===== src/rtl/op_sched_pkg.sv =====
// Shared types and defaults for the round-robin operation scheduler.
// States is the engine sequencing state; code 3 is never entered legally.
package op_sched_pkg;

    typedef enum logic [1:0] {
        IDLE = 2'd0,
        GO   = 2'd1,
        DONE = 2'd2
    } States;

    localparam int NREQ_DEFAULT = 4;
    localparam int LW_DEFAULT   = 8;

endpackage


===== src/rtl/rr_pick.sv =====
// Rotating priority encoder: first set req bit strictly after ptr, wrapping.
// Purely combinational so it can be shared by other arbiters.
module rr_pick #(
    parameter int NREQ = 4
) (
    input  logic [NREQ-1:0]         req,
    input  logic [$clog2(NREQ)-1:0] ptr,
    output logic                    valid,
    output logic [$clog2(NREQ)-1:0] winner,
    output logic [NREQ-1:0]         onehot
);

    localparam int IW = $clog2(NREQ);

    logic [IW-1:0] idx_s;

    // Scan upward from ptr+1; the first hit wins, later hits are ignored.
    always_comb begin
        valid  = 1'b0;
        winner = {IW{1'b0}};
        onehot = {NREQ{1'b0}};
        idx_s  = {IW{1'b0}};
        for (int i = 1; i <= NREQ; i++) begin
            idx_s = IW'((int'(ptr) + i) % NREQ);
            if (!valid && req[idx_s]) begin
                valid  = 1'b1;
                winner = idx_s;
            end else begin
                valid  = valid;
            end
        end
        if (valid) begin
            onehot = NREQ'(1) << winner;
        end else begin
            onehot = {NREQ{1'b0}};
        end
    end

endmodule


===== src/rtl/op_rr_sched.sv =====
// Round-robin owner of a shared IDLE -> GO -> DONE engine.
// Grant and owner are registered; ctl/done/busy decode the state register only.
module op_rr_sched
    import op_sched_pkg::*;
#(
    parameter int NREQ = NREQ_DEFAULT,
    parameter int LW   = LW_DEFAULT
) (
    input  logic                    clk,
    input  logic                    rst,
    input  logic [NREQ-1:0]         req,
    input  logic [LW-1:0]           cfg_go_len,
    output logic [NREQ-1:0]         gnt,
    output logic [$clog2(NREQ)-1:0] owner,
    output logic                    ctl,
    output logic                    done,
    output logic                    busy,
    output logic [1:0]              state
);

    localparam int IW = $clog2(NREQ);

    States          state_r, state_n;
    logic [LW-1:0]  cnt_r, cnt_n;
    logic [IW-1:0]  ptr_r, ptr_n;
    logic [NREQ-1:0] gnt_r, gnt_n;
    logic [IW-1:0]  owner_r, owner_n;

    logic           pick_valid_s;
    logic [IW-1:0]  pick_idx_s;
    logic [NREQ-1:0] pick_oh_s;

    rr_pick #(.NREQ(NREQ)) u_pick (
        .req    (req),
        .ptr    (ptr_r),
        .valid  (pick_valid_s),
        .winner (pick_idx_s),
        .onehot (pick_oh_s)
    );

    // State, counter, pointer and grant registers with synchronous reset.
    always_ff @(posedge clk) begin
        if (rst) begin
            state_r <= IDLE;
            cnt_r   <= {LW{1'b0}};
            ptr_r   <= IW'(NREQ - 1);
            gnt_r   <= {NREQ{1'b0}};
            owner_r <= {IW{1'b0}};
        end else begin
            state_r <= state_n;
            cnt_r   <= cnt_n;
            ptr_r   <= ptr_n;
            gnt_r   <= gnt_n;
            owner_r <= owner_n;
        end
    end

    // Next-state logic; a zero length still yields one GO cycle.
    always_comb begin
        state_n = state_r;
        cnt_n   = cnt_r;
        ptr_n   = ptr_r;
        gnt_n   = gnt_r;
        owner_n = owner_r;
        case (state_r)
            IDLE: begin
                if (pick_valid_s) begin
                    gnt_n   = pick_oh_s;
                    owner_n = pick_idx_s;
                    state_n = GO;
                    if (cfg_go_len == {LW{1'b0}}) begin
                        cnt_n = {LW{1'b0}};
                    end else begin
                        cnt_n = cfg_go_len - LW'(1);
                    end
                end else begin
                    gnt_n = {NREQ{1'b0}};
                end
            end
            GO: begin
                if (cnt_r == {LW{1'b0}}) begin
                    state_n = DONE;
                end else begin
                    cnt_n = cnt_r - LW'(1);
                end
            end
            DONE: begin
                ptr_n   = owner_r;
                gnt_n   = {NREQ{1'b0}};
                state_n = IDLE;
            end
            default: begin
                gnt_n   = {NREQ{1'b0}};
                state_n = IDLE;
            end
        endcase
    end

    // Engine strobes come from the state register alone.
    always_comb begin
        ctl  = 1'b0;
        done = 1'b0;
        busy = 1'b0;
        case (state_r)
            GO: begin
                ctl  = 1'b1;
                busy = 1'b1;
            end
            DONE: begin
                done = 1'b1;
                busy = 1'b1;
            end
            default: begin
                ctl  = 1'b0;
                done = 1'b0;
                busy = 1'b0;
            end
        endcase
    end

    assign gnt   = gnt_r;
    assign owner = owner_r;
    assign state = state_r;

endmodule


===== config.mk =====
export PLATFORM = sky130hd
export DESIGN_NAME = op_rr_sched
export DESIGN_NICKNAME = d
export VERILOG_FILES = /design/src/rtl/op_sched_pkg.sv /design/src/rtl/rr_pick.sv /design/src/rtl/op_rr_sched.sv
export SDC_FILE = /design/constraint.sdc
export NUM_CORES = 1
export LEC_CHECK = 0
export ABC_AREA = 1
export CORE_AREA = 2 2 66 68
export CTS_CLUSTER_SIZE = 28
export DETAILED_ROUTE_END_ITERATION = 7
export DIE_AREA = 0 0 68 70
export DONT_BUFFER_PORTS = 1
export PLACE_DENSITY = 0.58
export SLEW_MARGIN = 20
export SYNTH_ARGS = -nofsm -noshare
export SYNTH_HDL_FRONTEND = slang
export SYNTH_HIERARCHICAL = 1
export SYNTH_SLANG_ARGS = --single-unit

===== constraint.sdc =====
create_clock -name clk -period 1.7 [get_ports clk]
set_clock_uncertainty 0.1 [all_clocks]
set_input_delay 0.34 -clock clk [delete_from_list [all_inputs] [get_ports clk]]
set_output_delay 0.34 -clock clk [all_outputs]
set_load 0.01 [all_outputs]

==> flow_summary.ini, run 1 <==
[floorplanning]
num_io_pins = 25
start_util_pct = 37.8
die_y_um = 70
rows = 24
fp.dieW_um = 68
dieArea_sq_mm = 0.00476
core_area_sq_mm = 0.00414

[setup_path]
cp.arrival_ns = 1.82
criticalPathCategory = register to register
reg2reg_to = state[0]
worst_r2r_path_depth = 13
r2r_start = ptr_r[1]
crit_path_max_fanout = 4
start_kind = register
crit_required_ns = 1.79
startpoint = ptr_r[1]
rrSetupSlack_ns = -0.03
timing.critical_path.to = state[0]
end_kind = register

[synthesis]
synth_cell_types = 24
syn_inst = 266
avgSynthCellArea_sq_um = 5.88
ys_ff_latch = 18
seq_area_frac_synth_pct = 23.0
synth_area_sq_mm = 0.00157
synth_edf_count = 0
async_reset_ff_share_pct = 0
syn-num-nets = 287
ys_warn_count = 6
synthFlopType = dfxtp_1

[status]
status = finished with violations
violations = negative setup slack

[layout]
nNetsFinal = 307
syn_to_final_growth_pct = 27.0
antenna_cells = 0
fin_util_pct = 48.0
drive_gt1_share_pct = 30.2
fin_area_sq_mm = 0.00199

[global_route]
grt_pass1_vias = 1495
overflow = 0
antenna_found_initial = 0
grt_max_degree = 18
grt.total_usage_pct = 16.2
grt_pass1_wl_mm = 6.15

[cts]
cts-hold-fix-buffers = 0
cts.htree.levels = 1
clk_latency_ns = 0.25
cts.sinks = 18
clk_pin_slew_worst_paths_ns = 0.07
cts_tree = done
clk_path_buf_depth = 2
cts_buffers = 3
cts-root-buf = clkbuf_8

[timing]
totalNegativeSetupSlack_ns = -0.0637
rsz0062_at_grt = true
setup_viol = 5
max_freq_ghz = 0.579
relSlewSlack_pct = 66.6
worst_slew_pin_slew_ns = 0.500
post-route-period-util_pct = 102
min_period_ns = 1.73
drv_slew = 0
setup_slack_ns = -0.0261
finalHoldViolCount = 0

[routing]
avgViaCountPerCell = 4.80
drc = 0
wl_per_cell_um = 11.0
drtIter0Drc = 54
drtAntennaViolNets = 0
wirelength_mm = 3.72
num_vias = 1619
firstDrtPassIters = 4

[power_and_ir_drop]
ir_drop_mv = 0.825
leakage_uw = 0.00101
powerDensity_mw_per_mm2 = 1840

[placement]
dp_hpwl_mm = 2.81
gp_routability_congestion = 0.843
post-place-ws_ns = -0.191
dpl-instance-area_sq_mm = 0.00174
port_buffers = 0

[flow_run]
drv_cap = 0

[worst_hold_path]
worstHoldPathCells = 1
hold_path.class = input pin to register
placed cells by master, fill, tap and decap left out, types with 6 or more instances in the layout:
cell type / count
o21ai_0: 14
buf_4: 18
nand3_1: 20
nand2_4: 8
dfxtp_1: 16
nand2_2: 18
inv_2: 8
ha_1: 7
nor2_1: 37
nand4_1: 6
nand2_1: 62
inv_1: 27
cells in the mapped netlist (2+ instances only):
master / number / share of area, %
inv_2: 7 / 1.7
nand2_1: 74 / 18
inv_1: 30 / 7.2
nand4_1: 6 / 2.4
nor2_1: 39 / 9.4
ha_1: 7 / 5.6
nand2_2: 13 / 5.2
nand2_4: 4 / 2.9
nor2_2: 5 / 2.0
a21oi_1: 9 / 2.9
buf_6: 2 / 1.4
buf_2: 2 / 0.64
nand3_1: 26 / 8.3
dfxtp_1: 18 / 23
o21ai_0: 15 / 4.8
metrics by stage:
step	hold slack (ns)	power, uW	std cells
floorplan	0.309	2400	266
global placement	0.312	2900	332
detailed placement	0.315	2900	332
CTS	0.0415	3330	337
global route	0.0351	4060	337
finish	0.0382	3660	337
layout make-up:
cell class | count | area [sq um]
Inverter | 38 | 155
Fill cell | 441 | 2160
Tap cell | 52 | 65.1
Sequential cell | 18 | 368
Timing Repair Buffer | 20 | 158
Multi-Input combinational cell | 205 | 1190
Clock buffer | 4 | 55.1
where the power goes:
group          internal [uW]  switching [uW]
Sequential               596             163
Combinational           1000            1550
Clock                    206             145
kinds of logic after synthesis:
group	Yosys count	synth area share [%]
simple gates	171	50.4
flops	18	23.0
fa+ha+maj	7	5.60
xor+xnor	2	1.12
buf+inv	43	11.8
compound gates	25	8.15
how the worst min path moves through the flow:
stage          startpoint       end
2_1_floorplan         rst  state[0]
3_3_place_gp          rst  state[0]
3_5_place_dp          rst  state[0]
4_1_cts               rst  state[0]
5_1_grt               rst  state[0]
6_report              rst  state[0]
timing repair:
item                                   4_1_cts  5_1_grt
gates resized for setup                     10       40
setup endpoints to repair                   16       17
endpoints found under the hold margin        0        0
pin swaps                                    7       16
setup buffers                                1        0
routing by layer:
layer / track usage, % / wire [um] / up-vias
met3: 2.90 / 171 / 6
met5: 0 / 0 / -
met1: 21.6 / 1680 / 715
li1: - / - / 867
met2: 26.0 / 1830 / 31
met4: 4.89 / 43 / 0
registers in the layout, summed over array words and instances, names as in the netlist:
| register | flops |
|---|---|
| owner | 2 |
| state | 2 |
| gnt | 4 |
| ptr_r | 2 |
| cnt_r | 8 |
critical path: stages (launching register included):
cell and delay (ns):
dfxtp_4 0.36, buf_4 0.14, nand2_2 0.07, nand2_2 0.07
nand2_4 0.08, nand2_4 0.05, nor2_4 0.09, nand3b_1 0.14
inv_2 0.10, nand2_4 0.09, buf_6 0.14, nand2_2 0.07
nand2_1 0.06, a21oi_2 0.11
Note: power is estimated with default switching activity, not from simulation.
==> run 2, diff against run 1 <==
--- a/config.mk
+++ b/config.mk
@@ -12,7 +12,7 @@
 export DIE_AREA = 0 0 68 70
 export DONT_BUFFER_PORTS = 1
 export PLACE_DENSITY = 0.58
-export SLEW_MARGIN = 20
+export SLEW_MARGIN = 40
 export SYNTH_ARGS = -nofsm -noshare
 export SYNTH_HDL_FRONTEND = slang
 export SYNTH_HIERARCHICAL = 1
==> results of run 2 <==
Final layout, timing and power as in run 1 (identical DEF).
==> run 3, diff against run 2 <==
--- a/config.mk
+++ b/config.mk
@@ -7,6 +7,7 @@
 export LEC_CHECK = 0
 export ABC_AREA = 1
 export CORE_AREA = 2 2 66 68
+export CTS_CLUSTER_DIAMETER = 120
 export CTS_CLUSTER_SIZE = 28
 export DETAILED_ROUTE_END_ITERATION = 7
 export DIE_AREA = 0 0 68 70
==> results of run 3 <==
Final layout, timing and power as in run 1 (identical DEF).
==> RTL change 1, RTL diff (config.mk and constraints of run 2) <==
The package constant `LW_DEFAULT` goes from 8 to 4.
--- a/src/rtl/op_sched_pkg.sv
+++ b/src/rtl/op_sched_pkg.sv
@@ -10,5 +10,5 @@
 
     localparam int NREQ_DEFAULT = 4;
-    localparam int LW_DEFAULT   = 8;
+    localparam int LW_DEFAULT   = 4;
 
 endpackage
Ports: changed (resized cfg_go_len); port bits go from 25 to 21. No check against the original RTL was run, so the function may have changed too.
==> RTL change 1 against run 2 <==
- the run still ends with setup timing left
- count of clock-buffer cells in the layout is the same
- design area shrank 33%
- setup slack gained 0.025 ns
- sequential cell count shrank 4
- critical path type unchanged
- via count shrank 35%
- critical endpoint is now cnt_r[2]$_SDFFE_PP0P_
- highest routed layer unchanged
- synthesized area shrank 29%
- total power shrank 31%
- wire length shrank 35%
==> RTL change 1: results (changes against run 2) <==
{| class="wikitable"
! Metric !! Value
|-
| Total leakage power || 0.705 nW (was 1.01 nW)
|-
| Fraction of final layout cells with drive strength greater than 1 || 29.1% (was 30.2%)
|-
| Critical path data arrival time || 1.74 ns (was 1.82 ns)
|-
| Nets || 204 (was 307)
|-
| Post-placement setup slack || -0.146 ns (was -0.191 ns)
|-
| Routed wire length on met2 || 1150 microns (was 1830 microns)
|-
| Worst setup margin || -0.000758 ns (was -0.0261 ns)
|-
| Pin count of the biggest net entering global routing || 14 (was 18)
|-
| Number of global-route vias before repair || 1009 (was 1495)
|-
| Area contributors post-synth || sky130_fd_sc_hd__dfxtp_1 25%, sky130_fd_sc_hd__nand2_1 18%, sky130_fd_sc_hd__nor2_1 6.4% (was sky130_fd_sc_hd__dfxtp_1 23%, sky130_fd_sc_hd__nand2_1 18%, sky130_fd_sc_hd__nor2_1 9.4%)
|-
| Crit-path max FO || 8 (was 4)
|-
| HPWL after detailed placement || 1900 microns (was 2810 microns)
|-
| First-pass GRT wire length || 4060 microns (was 6150 microns)
|-
| Reg clk slew, reported paths || approximately 0.060 ns
|-
| Max incr delay on CP || 0.38 ns (was 0.36 ns)
|-
| Number of DRC markers after the initial detailed-route iteration || 49 (was 54)
|-
| Clock network latency to the later pin of the worst-skew pair || 0.24 ns
|-
| First-pass iteration count of the detailed router || 5 (was 4)
|-
| Weighted congestion reported at the end of routability-driven placement || 0.778 (was 0.843)
|-
| GRT Resource Usage Total || 10.8% (was 16.2%)
|-
| Post-Syn Nets || 190 (was 287)
|-
| Outcome || finished, violations left (unchanged)
|-
| Wire length on met3 || 109 microns (was 171 microns)
|-
| Top cells by instance count after synthesis || 53 x sky130_fd_sc_hd__nand2_1, 19 x sky130_fd_sc_hd__nor2_1, 15 x sky130_fd_sc_hd__inv_1, 14 x sky130_fd_sc_hd__dfxtp_1, 12 x sky130_fd_sc_hd__nand3_1 (was 74 x sky130_fd_sc_hd__nand2_1, 39 x sky130_fd_sc_hd__nor2_1, 30 x sky130_fd_sc_hd__inv_1, 26 x sky130_fd_sc_hd__nand3_1, 18 x sky130_fd_sc_hd__dfxtp_1)
|-
| Violations in the final reports || setup timing (unchanged)
|-
| Final setup violation count || 1 (was 5)
|-
| Total negative slack for setup checks || -0.000758 ns (was -0.0637 ns)
|-
| Headroom to the max-slew limit || 85.0% (was 66.6%)
|-
| Number of buffers created by CTS || 3 (unchanged)
|-
| Detailed-route wire length on metal 1 || 1130 microns (was 1680 microns)
|-
| Distinct cell type count after synthesis || 23 (was 24)
|-
| Post-synth ARST share || 0% (unchanged)
|-
| Wire length reported by the detailed router || 2410 microns (was 3720 microns)
|-
| Sequential-to-total area share from yosys stat || 25.3% (was 23.0%)
|-
| Area post-placement || 0.00122 sq mm (was 0.00174 sq mm)
|-
| Worst supply voltage drop on vdd || 0.416 mV (was 0.825 mV)
|-
| Vias post-DR || 1059 (was 1619)
|}
-- RTL change 1: cell count changes in the layout (fill, tap and decap cells not counted), moves of 4 or more --
cell,before,now
sky130_fd_sc_hd__nor2_1,37,19
sky130_fd_sc_hd__nand2_1,62,49
sky130_fd_sc_hd__nand2_2,18,9
sky130_fd_sc_hd__dfxtp_1,16,12
sky130_fd_sc_hd__o21ai_0,14,4
sky130_fd_sc_hd__inv_1,27,15
sky130_fd_sc_hd__o21ai_1,1,6
sky130_fd_sc_hd__nand3_1,20,10
sky130_fd_sc_hd__a21oi_2,4,0
sky130_fd_sc_hd__buf_4,18,13
-- RTL change 1: through the flow --
stage	instances	util, %	hold slack [ns]
2_1_floorplan	176	-	0.309
3_3_place_gp	236	29.5	0.311
3_5_place_dp	236	29.5	0.314
4_1_cts	241	31.4	0.0509
5_1_grt	241	32.3	0.0512
6_report	241	32.3	0.0590
-- RTL change 1: logic make-up after synthesis --
| logic type | Yosys count | synth area share (%) |
|---|---|---|
| and+or+nand+nor | 111 | 49.2 |
| adders and majority gates | 4 | 4.53 |
| buffers and inverters | 28 | 12.1 |
| DFF | 14 | 25.3 |
| AOI/OAI and AO/OA | 19 | 8.82 |
-- RTL change 1: timing repair --
action | in CTS | in global routing
endpoints found under the setup margin | 12 | 13
resized for setup | 6 | 9
buffers inserted | 1 | 0
-- RTL change 1: worst max-delay path: cells and delay by family, from the launching register on --
family | cells | cell delay, ns
buf+inv | 1 | 0.09
simple gates | 10 | 1.01
flops | 1 | 0.38
-- RTL change 1: final timing paths --
| kind | from | end | slack [ns] | cells after the start |
|---|---|---|---|---|
| max reg2reg | ptr_r[0]$_SDFFE_PP1P_ | cnt_r[2]$_SDFFE_PP0P_ | -0.0008 | 11 |
| min | rst | state[0]$_SDFFE_PP0P_ | 0.06 | 1 |
| min reg2reg | state[0]$_SDFFE_PP0P_ | state[0]$_SDFFE_PP0P_ | 0.44 | 2 |
| max | ptr_r[0]$_SDFFE_PP1P_ | cnt_r[2]$_SDFFE_PP0P_ | -0.0008 | 11 |
-- RTL change 1: report_power, final --
group | total, mW | internal [mW] | leakage (nW) | switching, mW
clock network | 0.326 | 0.205 | 0.0288 | 0.121
registers | 0.607 | 0.463 | 0.115 | 0.143
logic | 1.58 | 0.632 | 0.561 | 0.951
-- RTL change 1: cell type report --
| class | count | area [sq um] |
|---|---|---|
| well taps | 52 | 65.1 |
| fillers | 458 | 2810 |
| clock buffers | 4 | 55.1 |
| repair buffers | 13 | 97.6 |
| multi-input cells | 134 | 737 |
| flip-flops and latches | 14 | 285 |
| inverters | 24 | 97.6 |
-- RTL change 1: routing by layer --
layer	track usage, %	vias up
met5	0	-
met4	4.00	0
met3	2.58	2
met2	18.1	13
met1	13.0	469
li1	-	575
==> RTL change 2, RTL diff (config.mk and constraints of run 2) <==
Made on the original files. Reset style: asynchronous (`rst`), changed in one clocked block. Comments in the files are not updated.
--- a/src/rtl/op_rr_sched.sv
+++ b/src/rtl/op_rr_sched.sv
@@ -40,5 +40,5 @@
 
     // State, counter, pointer and grant registers with synchronous reset.
-    always_ff @(posedge clk) begin
+    always_ff @(posedge clk or posedge rst) begin
         if (rst) begin
             state_r <= IDLE;
Behaviour: differs if rst is asserted again (counterexample within 4 cycles, from zero or initial values and one cycle with rst high); with rst held inactive, the same outputs for 10 cycles.
==> RTL change 2 against run 2 <==
- the run still ends with setup timing left
- design area decreased by 1.6%
- sequential cell count unchanged
- total power increased by 16%
- synthesized area increased by 0.64%
- critical path depth unchanged
- wire length decreased by 5.3%
- setup slack got worse by 0.31 ns
==> RTL change 2: results (changes against run 2) <==
{| class="wikitable"
! Metric !! Value
|-
| First-pass GRT wire length || 5880 microns (was 6150 microns)
|-
| Violations in the final reports || setup timing (unchanged)
|-
| Total leakage power || 1.01 nW (about the same)
|-
| Crit-path max FO || 6 (was 4)
|-
| Detailed-route wire length on metal 1 || 1710 microns (was 1680 microns)
|-
| Final setup violation count || 16 (was 5)
|-
| Wire length on met3 || 184 microns (was 171 microns)
|-
| Area contributors post-synth || sky130_fd_sc_hd__dfrtp_1 25%, sky130_fd_sc_hd__nand2_1 17%, sky130_fd_sc_hd__inv_1 6.0% (was sky130_fd_sc_hd__dfxtp_1 23%, sky130_fd_sc_hd__nand2_1 18%, sky130_fd_sc_hd__nor2_1 9.4%)
|-
| Routed wire length on met2 || 1610 microns (was 1830 microns)
|-
| Syn Area/Cell || 6.94 sq um (was 5.88 sq um)
|-
| Nets || 278 (was 307)
|-
| Outcome || finished, violations left (unchanged)
|-
| Relative contribution of combinational cells to total power || 71.0% (was 69.7%)
|-
| Vias post-DR || 1487 (was 1619)
|-
| Fraction of final layout cells with drive strength greater than 1 || 34.0% (was 30.2%)
|-
| Number of DRC markers after the initial detailed-route iteration || 105 (was 54)
|-
| Clock network power share || 8.4% (was 9.6%)
|-
| HPWL after detailed placement || 2720 microns (was 2810 microns)
|-
| Post-synth ARST share || 100% (was 0%)
|-
| Post-layout util || 47.2% (was 48.0%)
|-
| Switching component of the power || 2.09 mW (was 1.86 mW)
|-
| Count of placed standard cells in the final layout, fillers left out || 308 (was 337)
|-
| Sequential-to-total area share from yosys stat || 28.8% (was 23.0%)
|-
| Met1 Resource Use GR || 21.7% (was 21.6%)
|-
| Headroom to the max-slew limit || 82.7% (was 66.6%)
|-
| Pin count of the biggest net entering global routing || 19 (was 18)
|-
| Wire length reported by the detailed router || 3530 microns (was 3720 microns)
|-
| Post-Syn Nets || 248 (was 287)
|-
| GRT Resource Usage Total || 15.6% (was 16.2%)
|-
| Total negative slack for setup checks || -4.36 ns (was -0.0637 ns)
|-
| Worst supply voltage drop on vdd || 1.17 mV (was 0.825 mV)
|-
| FILL cells || 413 (was 441)
|-
| Distinct cell type count after synthesis || 31 (was 24)
|-
| Worst setup margin || -0.338 ns (was -0.0261 ns)
|-
| Weighted congestion reported at the end of routability-driven placement || 0.876 (was 0.843)
|}
-- RTL change 2: cell count changes in the layout (fill, tap and decap cells not counted), moves of 5 or more --
| cell | run 2 | this run |
|---|---|---|
| sky130_fd_sc_hd__nand2_2 | 18 | 12 |
| sky130_fd_sc_hd__nand3_1 | 20 | 15 |
| sky130_fd_sc_hd__dfxtp_1 | 16 | 0 |
| sky130_fd_sc_hd__o21ai_0 | 14 | 4 |
| sky130_fd_sc_hd__nor2_1 | 37 | 15 |
| sky130_fd_sc_hd__nand2_1 | 62 | 67 |
| sky130_fd_sc_hd__dfrtp_1 | 0 | 16 |
-- RTL change 2: kinds of logic after synthesis --
group	synth area share [%]
and+or+nand+nor	44.3
buffers and inverters	9.93
AOI/OAI and AO/OA	6.91
DFF	28.8
adders and majority gates	5.56
muxes	2.86
xor gates and xnor gates	1.67
-- RTL change 2: final timing paths --
path | start | slack [ns] | cells after the start | endpoint
max in group asynchronous | rst | 0.81 | 3 | ptr_r[0]$_DFFE_PP1P_
max | ptr_r[0]$_DFFE_PP1P_ | -0.34 | 13 | cnt_r[4]$_DFFE_PP0P_
max reg2reg | ptr_r[0]$_DFFE_PP1P_ | -0.34 | 13 | cnt_r[4]$_DFFE_PP0P_
min | cfg_go_len[7] | 0.26 | 5 | cnt_r[7]$_DFFE_PP0P_
min in group asynchronous | rst | 0.43 | 3 | state[1]$_DFFE_PP0P_
min reg2reg | cnt_r[1]$_DFFE_PP0P_ | 0.39 | 2 | cnt_r[1]$_DFFE_PP0P_
-- RTL change 2: repair_timing --
item                                    CTS  global route
hold buffers                              1             0
pin swaps                                 2             5
cloned                                    0             1
gates resized for setup                  13            15
endpoints found under the hold margin    16             0
buffers inserted                          3             5
endpoints found under the setup margin   17            17
-- RTL change 2: layout make-up --
class                           instances  area share (%)
Clock buffer                            4            2.81
Inverter                               33            7.16
Multi-Input combinational cell        174            52.6
Sequential cell                        18            23.1
Tap cell                               52            3.32
Timing Repair Buffer                   26            10.7
Timing Repair inverter                  1           0.320
-- RTL change 2: critical path: stages, from the launching register on --
cell	delay, ns
sky130_fd_sc_hd__dfstp_2	0.61
sky130_fd_sc_hd__buf_6	0.11
sky130_fd_sc_hd__nand2_1	0.08
sky130_fd_sc_hd__nand2_4	0.10
sky130_fd_sc_hd__inv_2	0.04
sky130_fd_sc_hd__nor2_2	0.14
sky130_fd_sc_hd__nor2_4	0.04
sky130_fd_sc_hd__nand3b_1	0.14
sky130_fd_sc_hd__nor2_2	0.07
sky130_fd_sc_hd__inv_2	0.09
sky130_fd_sc_hd__nand3_4	0.15
sky130_fd_sc_hd__buf_6	0.16
sky130_fd_sc_hd__nand2_1	0.05
sky130_fd_sc_hd__nand2_1	0.05
